### src/rtl/sd_pkg.sv
// Shared definitions for the SD command engine: register map,
// STATUS bit positions, FSM states and the CRC7 polynomial.
package sd_pkg;

  localparam logic [2:0] ADDR_CTRL   = 3'd0;
  localparam logic [2:0] ADDR_ARG    = 3'd1;
  localparam logic [2:0] ADDR_STATUS = 3'd2;
  localparam logic [2:0] ADDR_RESP0  = 3'd3;
  localparam logic [2:0] ADDR_RESP1  = 3'd4;
  localparam logic [2:0] ADDR_DIV    = 3'd5;

  localparam int ST_BUSY    = 0;
  localparam int ST_DONE    = 1;
  localparam int ST_TIMEOUT = 2;
  localparam int ST_CRC_ERR = 3;
  localparam int ST_END_ERR = 4;

  // x^7 + x^3 + 1
  localparam logic [6:0] CRC7_POLY = 7'h09;

  typedef enum logic [2:0] {
    S_IDLE,
    S_SEND,
    S_WAIT,
    S_RECV,
    S_TAIL
  } sd_state_e;

endpackage

### src/rtl/sd_crc7.sv
// Serial CRC7 generator, MSB-first data, zero initial value.
// Clear takes priority over enable.
module sd_crc7
  import sd_pkg::*;
(
  input  logic       i_clock,
  input  logic       i_reset,
  input  logic       i_clear,
  input  logic       i_enable,
  input  logic       i_bit,
  output logic [6:0] o_crc
);

  logic fb;

  assign fb = o_crc[6] ^ i_bit;

  always_ff @(posedge i_clock or posedge i_reset) begin
    if (i_reset) begin
      o_crc <= '0;
    end else if (i_clear) begin
      o_crc <= '0;
    end else if (i_enable) begin
      o_crc <= {o_crc[5:0], 1'b0} ^ (fb ? CRC7_POLY : 7'h00);
    end
  end

endmodule

### src/rtl/sd_cmd_engine.sv
// SD CMD-line engine: 48-bit command out, optional 48-bit response in.
// Define SD_CMD_CRC_CHECK_EN to build the receive CRC7 check.
module sd_cmd_engine
  import sd_pkg::*;
#(
  parameter logic [7:0] DEFAULT_DIV  = 8'd124,
  parameter int         RESP_TIMEOUT = 64
) (
  input  logic        i_clock,
  input  logic        i_reset,
  input  logic        i_request,
  input  logic        i_rw,
  input  logic [2:0]  i_address,
  input  logic [31:0] i_wdata,
  output logic [31:0] o_rdata,
  output logic        o_ready,
  output logic        o_busy,
  output logic        o_sd_clk,
  output logic        o_cmd_oe,
  output logic        o_cmd,
  input  logic        i_cmd
);

  localparam int TW = $clog2(RESP_TIMEOUT + 1);

  sd_state_e     state_q, state_d;
  logic [7:0]    div_reg, div_act, div_cnt;
  logic [31:0]   arg_q, status;
  logic          no_resp_q, sd_clk_q, fall_d;
  logic          cmd_q, oe_q, sync1, cmd_sync;
  logic [38:0]   tx_sr;
  logic [5:0]    bit_cnt, rcnt;
  logic [TW-1:0] wcnt;
  logic [3:0]    tcnt;
  logic [45:0]   rx_sr, rx_next;
  logic [6:0]    crc_tx;
  logic          done_q, tmo_q, crc_err_q, end_err_q;
  logic          busy, tick, rise_tick, fall_tick;
  logic          start, rd, tx_en, last_rx, finish;

  assign busy      = state_q != S_IDLE;
  assign start     = i_request && i_rw && i_address == ADDR_CTRL && !busy;
  assign rd        = i_request && !i_rw;
  assign tick      = busy && div_cnt == div_act;
  assign rise_tick = tick && !sd_clk_q;
  assign fall_tick = tick && sd_clk_q;
  assign tx_en     = state_q == S_SEND && fall_d && bit_cnt < 6'd39;
  assign rx_next   = {rx_sr[44:0], cmd_sync};
  assign last_rx   = state_q == S_RECV && rise_tick && rcnt == 6'd46;
  assign finish    = state_q == S_TAIL && state_d == S_IDLE;

  assign status = {27'd0, end_err_q, crc_err_q, tmo_q, done_q, busy};

  assign o_busy   = busy;
  assign o_sd_clk = sd_clk_q;
  assign o_cmd_oe = oe_q;
  assign o_cmd    = cmd_q;

  // Start bit is always 0 and leaves a zero CRC unchanged, so the
  // generator only needs bits 1..39.
  sd_crc7 u_crc_tx (
    .i_clock  (i_clock),
    .i_reset  (i_reset),
    .i_clear  (start),
    .i_enable (tx_en),
    .i_bit    (tx_sr[38]),
    .o_crc    (crc_tx)
  );

`ifdef SD_CMD_CRC_CHECK_EN
  logic [6:0] crc_rx;
  logic       rx_en;

  assign rx_en = state_q == S_RECV && rise_tick && rcnt < 6'd39;

  sd_crc7 u_crc_rx (
    .i_clock  (i_clock),
    .i_reset  (i_reset),
    .i_clear  (start),
    .i_enable (rx_en),
    .i_bit    (cmd_sync),
    .o_crc    (crc_rx)
  );

  always_ff @(posedge i_clock or posedge i_reset) begin
    if (i_reset) begin
      crc_err_q <= 1'b0;
    end else if (start) begin
      crc_err_q <= 1'b0;
    end else if (last_rx) begin
      crc_err_q <= crc_rx != rx_next[7:1];
    end
  end
`else
  assign crc_err_q = 1'b0;
`endif

  always_ff @(posedge i_clock or posedge i_reset) begin
    if (i_reset) begin
      sync1    <= 1'b1;
      cmd_sync <= 1'b1;
      state_q  <= S_IDLE;
    end else begin
      sync1    <= i_cmd;
      cmd_sync <= sync1;
      state_q  <= state_d;
    end
  end

  always_comb begin
    state_d = state_q;
    unique case (state_q)
      S_IDLE: if (start) state_d = S_SEND;
      S_SEND: begin
        if (fall_d && bit_cnt == 6'd47)
          state_d = no_resp_q ? S_TAIL : S_WAIT;
      end
      S_WAIT: begin
        if (rise_tick) begin
          if (!cmd_sync)
            state_d = S_RECV;
          else if (wcnt == TW'(RESP_TIMEOUT - 1))
            state_d = S_TAIL;
        end
      end
      S_RECV: if (last_rx) state_d = S_TAIL;
      S_TAIL: if (fall_tick && tcnt == 4'd8) state_d = S_IDLE;
      default: state_d = S_IDLE;
    endcase
  end

  always_ff @(posedge i_clock or posedge i_reset) begin
    if (i_reset) begin
      o_ready <= 1'b0;
      o_rdata <= '0;
      arg_q   <= '0;
      div_reg <= DEFAULT_DIV;
      done_q  <= 1'b0;
    end else begin
      o_ready <= i_request;
      o_rdata <= '0;
      if (i_request && i_rw && i_address == ADDR_ARG)
        arg_q <= i_wdata;
      if (i_request && i_rw && i_address == ADDR_DIV)
        div_reg <= i_wdata[7:0];
      if (rd) begin
        unique case (1'b1)
          i_address == ADDR_ARG:    o_rdata <= arg_q;
          i_address == ADDR_STATUS: o_rdata <= status;
          i_address == ADDR_RESP0:  o_rdata <= rx_sr[39:8];
          i_address == ADDR_RESP1:
            o_rdata <= {17'd0, rx_sr[7:1], 2'd0, rx_sr[45:40]};
          i_address == ADDR_DIV:    o_rdata <= {24'd0, div_reg};
          default:                  o_rdata <= '0;
        endcase
      end
      if (rd && i_address == ADDR_STATUS)
        done_q <= 1'b0;
      // A done-set in the same cycle as a STATUS read must survive.
      if (finish)
        done_q <= 1'b1;
    end
  end

  always_ff @(posedge i_clock or posedge i_reset) begin
    if (i_reset) begin
      div_act   <= DEFAULT_DIV;
      div_cnt   <= '0;
      sd_clk_q  <= 1'b0;
      fall_d    <= 1'b0;
      no_resp_q <= 1'b0;
      tx_sr     <= '0;
      bit_cnt   <= '0;
      wcnt      <= '0;
      rcnt      <= '0;
      tcnt      <= '0;
      rx_sr     <= '0;
      cmd_q     <= 1'b1;
      oe_q      <= 1'b0;
      tmo_q     <= 1'b0;
      end_err_q <= 1'b0;
    end else begin
      fall_d <= fall_tick;
      if (!busy || tick) div_cnt <= '0;
      else div_cnt <= div_cnt + 8'd1;
      if (!busy) sd_clk_q <= 1'b0;
      else if (tick) sd_clk_q <= !sd_clk_q;
      if (state_q != S_WAIT) wcnt <= '0;
      else if (rise_tick) wcnt <= wcnt + TW'(1);
      if (state_q != S_RECV) rcnt <= '0;
      else if (rise_tick) rcnt <= rcnt + 6'd1;
      if (state_q != S_TAIL) tcnt <= '0;
      else if (rise_tick) tcnt <= tcnt + 4'd1;
      if (start) begin
        div_act   <= div_reg;
        no_resp_q <= i_wdata[8];
        tx_sr     <= {1'b1, i_wdata[5:0], arg_q};
        bit_cnt   <= '0;
        cmd_q     <= 1'b0;
        oe_q      <= 1'b1;
        tmo_q     <= 1'b0;
        end_err_q <= 1'b0;
      end
      // Next bit goes out one i_clock after the falling SD edge.
      if (state_q == S_SEND && fall_d) begin
        bit_cnt <= bit_cnt + 6'd1;
        tx_sr   <= {tx_sr[37:0], 1'b0};
        if (bit_cnt < 6'd39)
          cmd_q <= tx_sr[38];
        else if (bit_cnt < 6'd46)
          cmd_q <= crc_tx[3'(6'd45 - bit_cnt)];
        else
          cmd_q <= 1'b1;
        if (bit_cnt == 6'd47)
          oe_q <= 1'b0;
      end
      if (state_q == S_WAIT && rise_tick && cmd_sync &&
          wcnt == TW'(RESP_TIMEOUT - 1))
        tmo_q <= 1'b1;
      if (state_q == S_RECV && rise_tick)
        rx_sr <= rx_next;
      if (last_rx)
        end_err_q <= !cmd_sync;
    end
  end

endmodule

### config.mk
export PLATFORM = sky130hd
export DESIGN_NAME = sd_cmd_engine
export DESIGN_NICKNAME = d
export VERILOG_FILES = /design/src/rtl/sd_pkg.sv /design/src/rtl/sd_crc7.sv /design/src/rtl/sd_cmd_engine.sv
export SDC_FILE = /design/constraint.sdc
export NUM_CORES = 1
export LEC_CHECK = 0
export BUFFER_PORTS_ARGS = -buffer_cell sky130_fd_sc_hd__buf_2
export CAP_MARGIN = 25
export CORE_MARGIN = 2
export CORE_UTILIZATION = 30
export CTS_CLUSTER_DIAMETER = 30
export DETAILED_ROUTE_END_ITERATION = 10
export SLEW_MARGIN = 20
export SYNTH_ARGS = -nofsm -noshare
export SYNTH_HDL_FRONTEND = slang
export SYNTH_SLANG_ARGS = --single-unit
### constraint.sdc
create_clock -name i_clock -period 9.8 [get_ports i_clock]
set_clock_uncertainty 0.1 [all_clocks]
set_input_delay 2.45 -clock i_clock [delete_from_list [all_inputs] [get_ports i_clock]]
set_output_delay 2.45 -clock i_clock [all_outputs]
set_load 0.01 [all_outputs]
==> flow_summary.ini <==
[sta]
finalSetupViolCount = 0
timing.slew.headroom = 0.487
rsz0062_at_grt = false
fin_crit_sh = 0.447
tns_ps = 0
worst_slew_pin_slew_ps = 769
report.final.hold_viol_count = 0
finalMaxSlewViolations = 0
setup_slack_ps = 5420
finalCriticalPeriod_ps = 4380
fmax_ghz = 0.228

[synth]
ys_seq_area_frac = 0.582
ys_types = 53
synthesis.area_um2 = 9370
synth.net_count = 904
synth-edff-count = 0
ys_top_cells_by_count = dfrtp_1 (204), nand2_1 (128), nor2_1 (110)
yosysTopAreaCellShare = 0.545
ys.flop_type = dfrtp_1
ys_async_sr_fraction = 1.00
yosysMostFrequentCell = dfrtp_1
avgSynthCellArea_um2 = 10.9
yosysTopAreaCell = dfrtp_1
synth_warnings = 0
synthTopCellsByArea = dfrtp_1 (55%), mux2_2 (10%), nand2_1 (5.1%)
synth_cells = 856
ys_ff_latch = 217

[worst_setup_path]
rr_worst_depth = 6
r2r_end = rx_sr[32]$_DFFE_PP0P_
slowest_stage = nor2b_1
crit_path_max_fanout = 32
endpoint_kind = register
required_ps = 10110
r2r-start = div_act[4]$_DFFE_PP1P_
crit_chain = buf_2, nor2b_1, nor2b_2, and3_1, buf_4, mux2_2
cp_top_family = simple AND/OR/NAND/NOR gates
arrival_ps = 4690
critical_path_class = in -> reg
critical_path_buf_inv_count = 2
max_stage_delay_ps = 500
cp-start-kind = input port
critPathLaunch = i_address[0]
rrSetupSlack_ps = 7160

[hold_path]
holdPathEnd = cmd_sync$_DFF_PP1_
hold_start = sync1$_DFF_PP1_
hold_depth = 0
hp-class = reg -> reg

[routing]
vias = 6596
wl_met3_um = 917
finalWirelength_um = 21100
drt_pass1_iterations = 5
top_layer = met5
wire_per_inst_um = 15.4
avgViaCountPerCell = 4.81
drtAntennaViolNets = 0
drt-met1-wl_um = 9680
route.met2.wl_um = 10100
drc_errors = 0
drt_iter0_markers = 351

[global_routing]
grt_pass1_wl_um = 35700
grt_overflow = 0
first_global_vias = 6748
grt_max_degree = 138
antenna_found_initial = 1
track_usage = 0.132

[layout]
largest_reg_flops = 46
largestRegisters = rx_sr x46, tx_sr x39
nets = 987
drive_above_1_share = 0.281
register_area_um2 = 5450
diodes = 0
top_register = rx_sr
multi_input_area_um2 = 3680
fillers = 2974
fin_util = 0.385
area_delta_synth_final_pct = 26.2

[floorplanning]
die_w_um = 181
start_util = 0.305
ios = 77
die-area_um2 = 32600
rows = 64
core-area_um2 = 30700
die_h_um = 181

[clock_network]
clock-root-buffer = clkbuf_16
cts-hold-fix-buffers = 0
clk_pin_slew_worst_paths_ps = 50
postCtsResizedCells = 0
numCtsBuffers = 45
cts_sinks = 217
cts_buffer_depth = 3
htreeDepth = 2
clk_latency_ps = 520
cts_tree = done
postCtsSetupBuffers = 0

[power_and_ir_drop]
power_density_nw_per_um2 = 229
p_leak_nw = 5.43
power.total_w = 0.00270
ir_drop_uv = 142

[placement]
dpl_worst_slack_ps = 4370
port_buffers = 76
place_congestion = 0.800
dp.final_hpwl_um = 13600

[outcome]
status = complete, no violations

[job]
cap_violations = 0
[final cells by class]
cell class                 instances  area share
clock buffer                      53       0.101
clock inverter                    29      0.0367
inverter                          10     0.00381
timing repair buffer              86      0.0435
multi-input combinational        579       0.312
sequential                       217       0.461
tap                              396      0.0419
[logic make-up (layout without fill, tap and decap cells)]
kind of cell	Yosys count	count (layout)	share of synthesized area
AO/OA/AOI/OAI	138	138	0.0938
XOR/XNOR	24	24	0.0224
adder cells (fa/ha/maj)	8	8	0.0107
buffers and inverters	60	178	0.0262
flip-flops	217	217	0.582
multiplexers	99	99	0.119
AND/OR/NAND/NOR	310	310	0.147
[how the worst max path moves through the flow]
stage,depth (start not counted),slack [ps],endpoint
floorplan,1,1340,arg_q[0]$_DFFE_PP0P_
global placement,6,4430,arg_q[11]$_DFFE_PP0P_
detailed placement,6,4370,arg_q[12]$_DFFE_PP0P_
CTS,6,4900,arg_q[12]$_DFFE_PP0P_
global route,6,5240,arg_q[31]$_DFFE_PP0P_
finish,6,5420,arg_q[23]$_DFFE_PP0P_
[per-stage QoR]
step,hold slack (ps),instances,instance area (µm²)
finish,253,1370,11800
global route,258,1370,11800
CTS,253,1366,11700
detailed placement,247,1284,10100
global placement,247,1284,10100
floorplan,245,856,9370
[report_power, final]
part	leakage (nW)	switching [W]	total, W	internal [W]
logic	1.85	0.0000517	0.000100	0.0000484
registers	2.80	0.0000404	0.000985	0.000944
clock network	0.787	0.000500	0.00162	0.00112
[per-layer routing]
| layer | up-vias | global-route usage |
|---|---|---|
| met3 | 41 | 0.0265 |
| met5 | - | 0 |
| met1 | 3257 | 0.177 |
| li1 | 3168 | - |
| met2 | 128 | 0.216 |
| met4 | 2 | 0.0394 |
[cells in the final DEF (no fill, tap or decap), types with 7 or more instances in the layout]
cell	Yosys	routed
inv_1	10	9
clkinv_2	0	7
mux2_2	83	83
mux2i_1	12	12
and3_1	7	7
nand2_1	128	128
dfstp_2	13	13
a31oi_1	37	37
bufinv_16	0	9
ha_1	8	8
xnor2_1	9	9
nand3_1	20	19
dfrtp_1	204	204
clkbuf_16	0	46
xor2_1	15	15
a21oi_1	30	30
o21ai_0	20	20
nor2_1	110	110
buf_2	4	76
a22oi_1	28	28
[worst reg2reg max path, cell delays in order (launching register included)]
cell and delay [ps]:
dfstp_2 530, xor2_1 90, nor4_4 420, nand3_1 240, nor3_4 180, buf_4 520, mux2_2 460
Power figures use the tool's default switching activity.
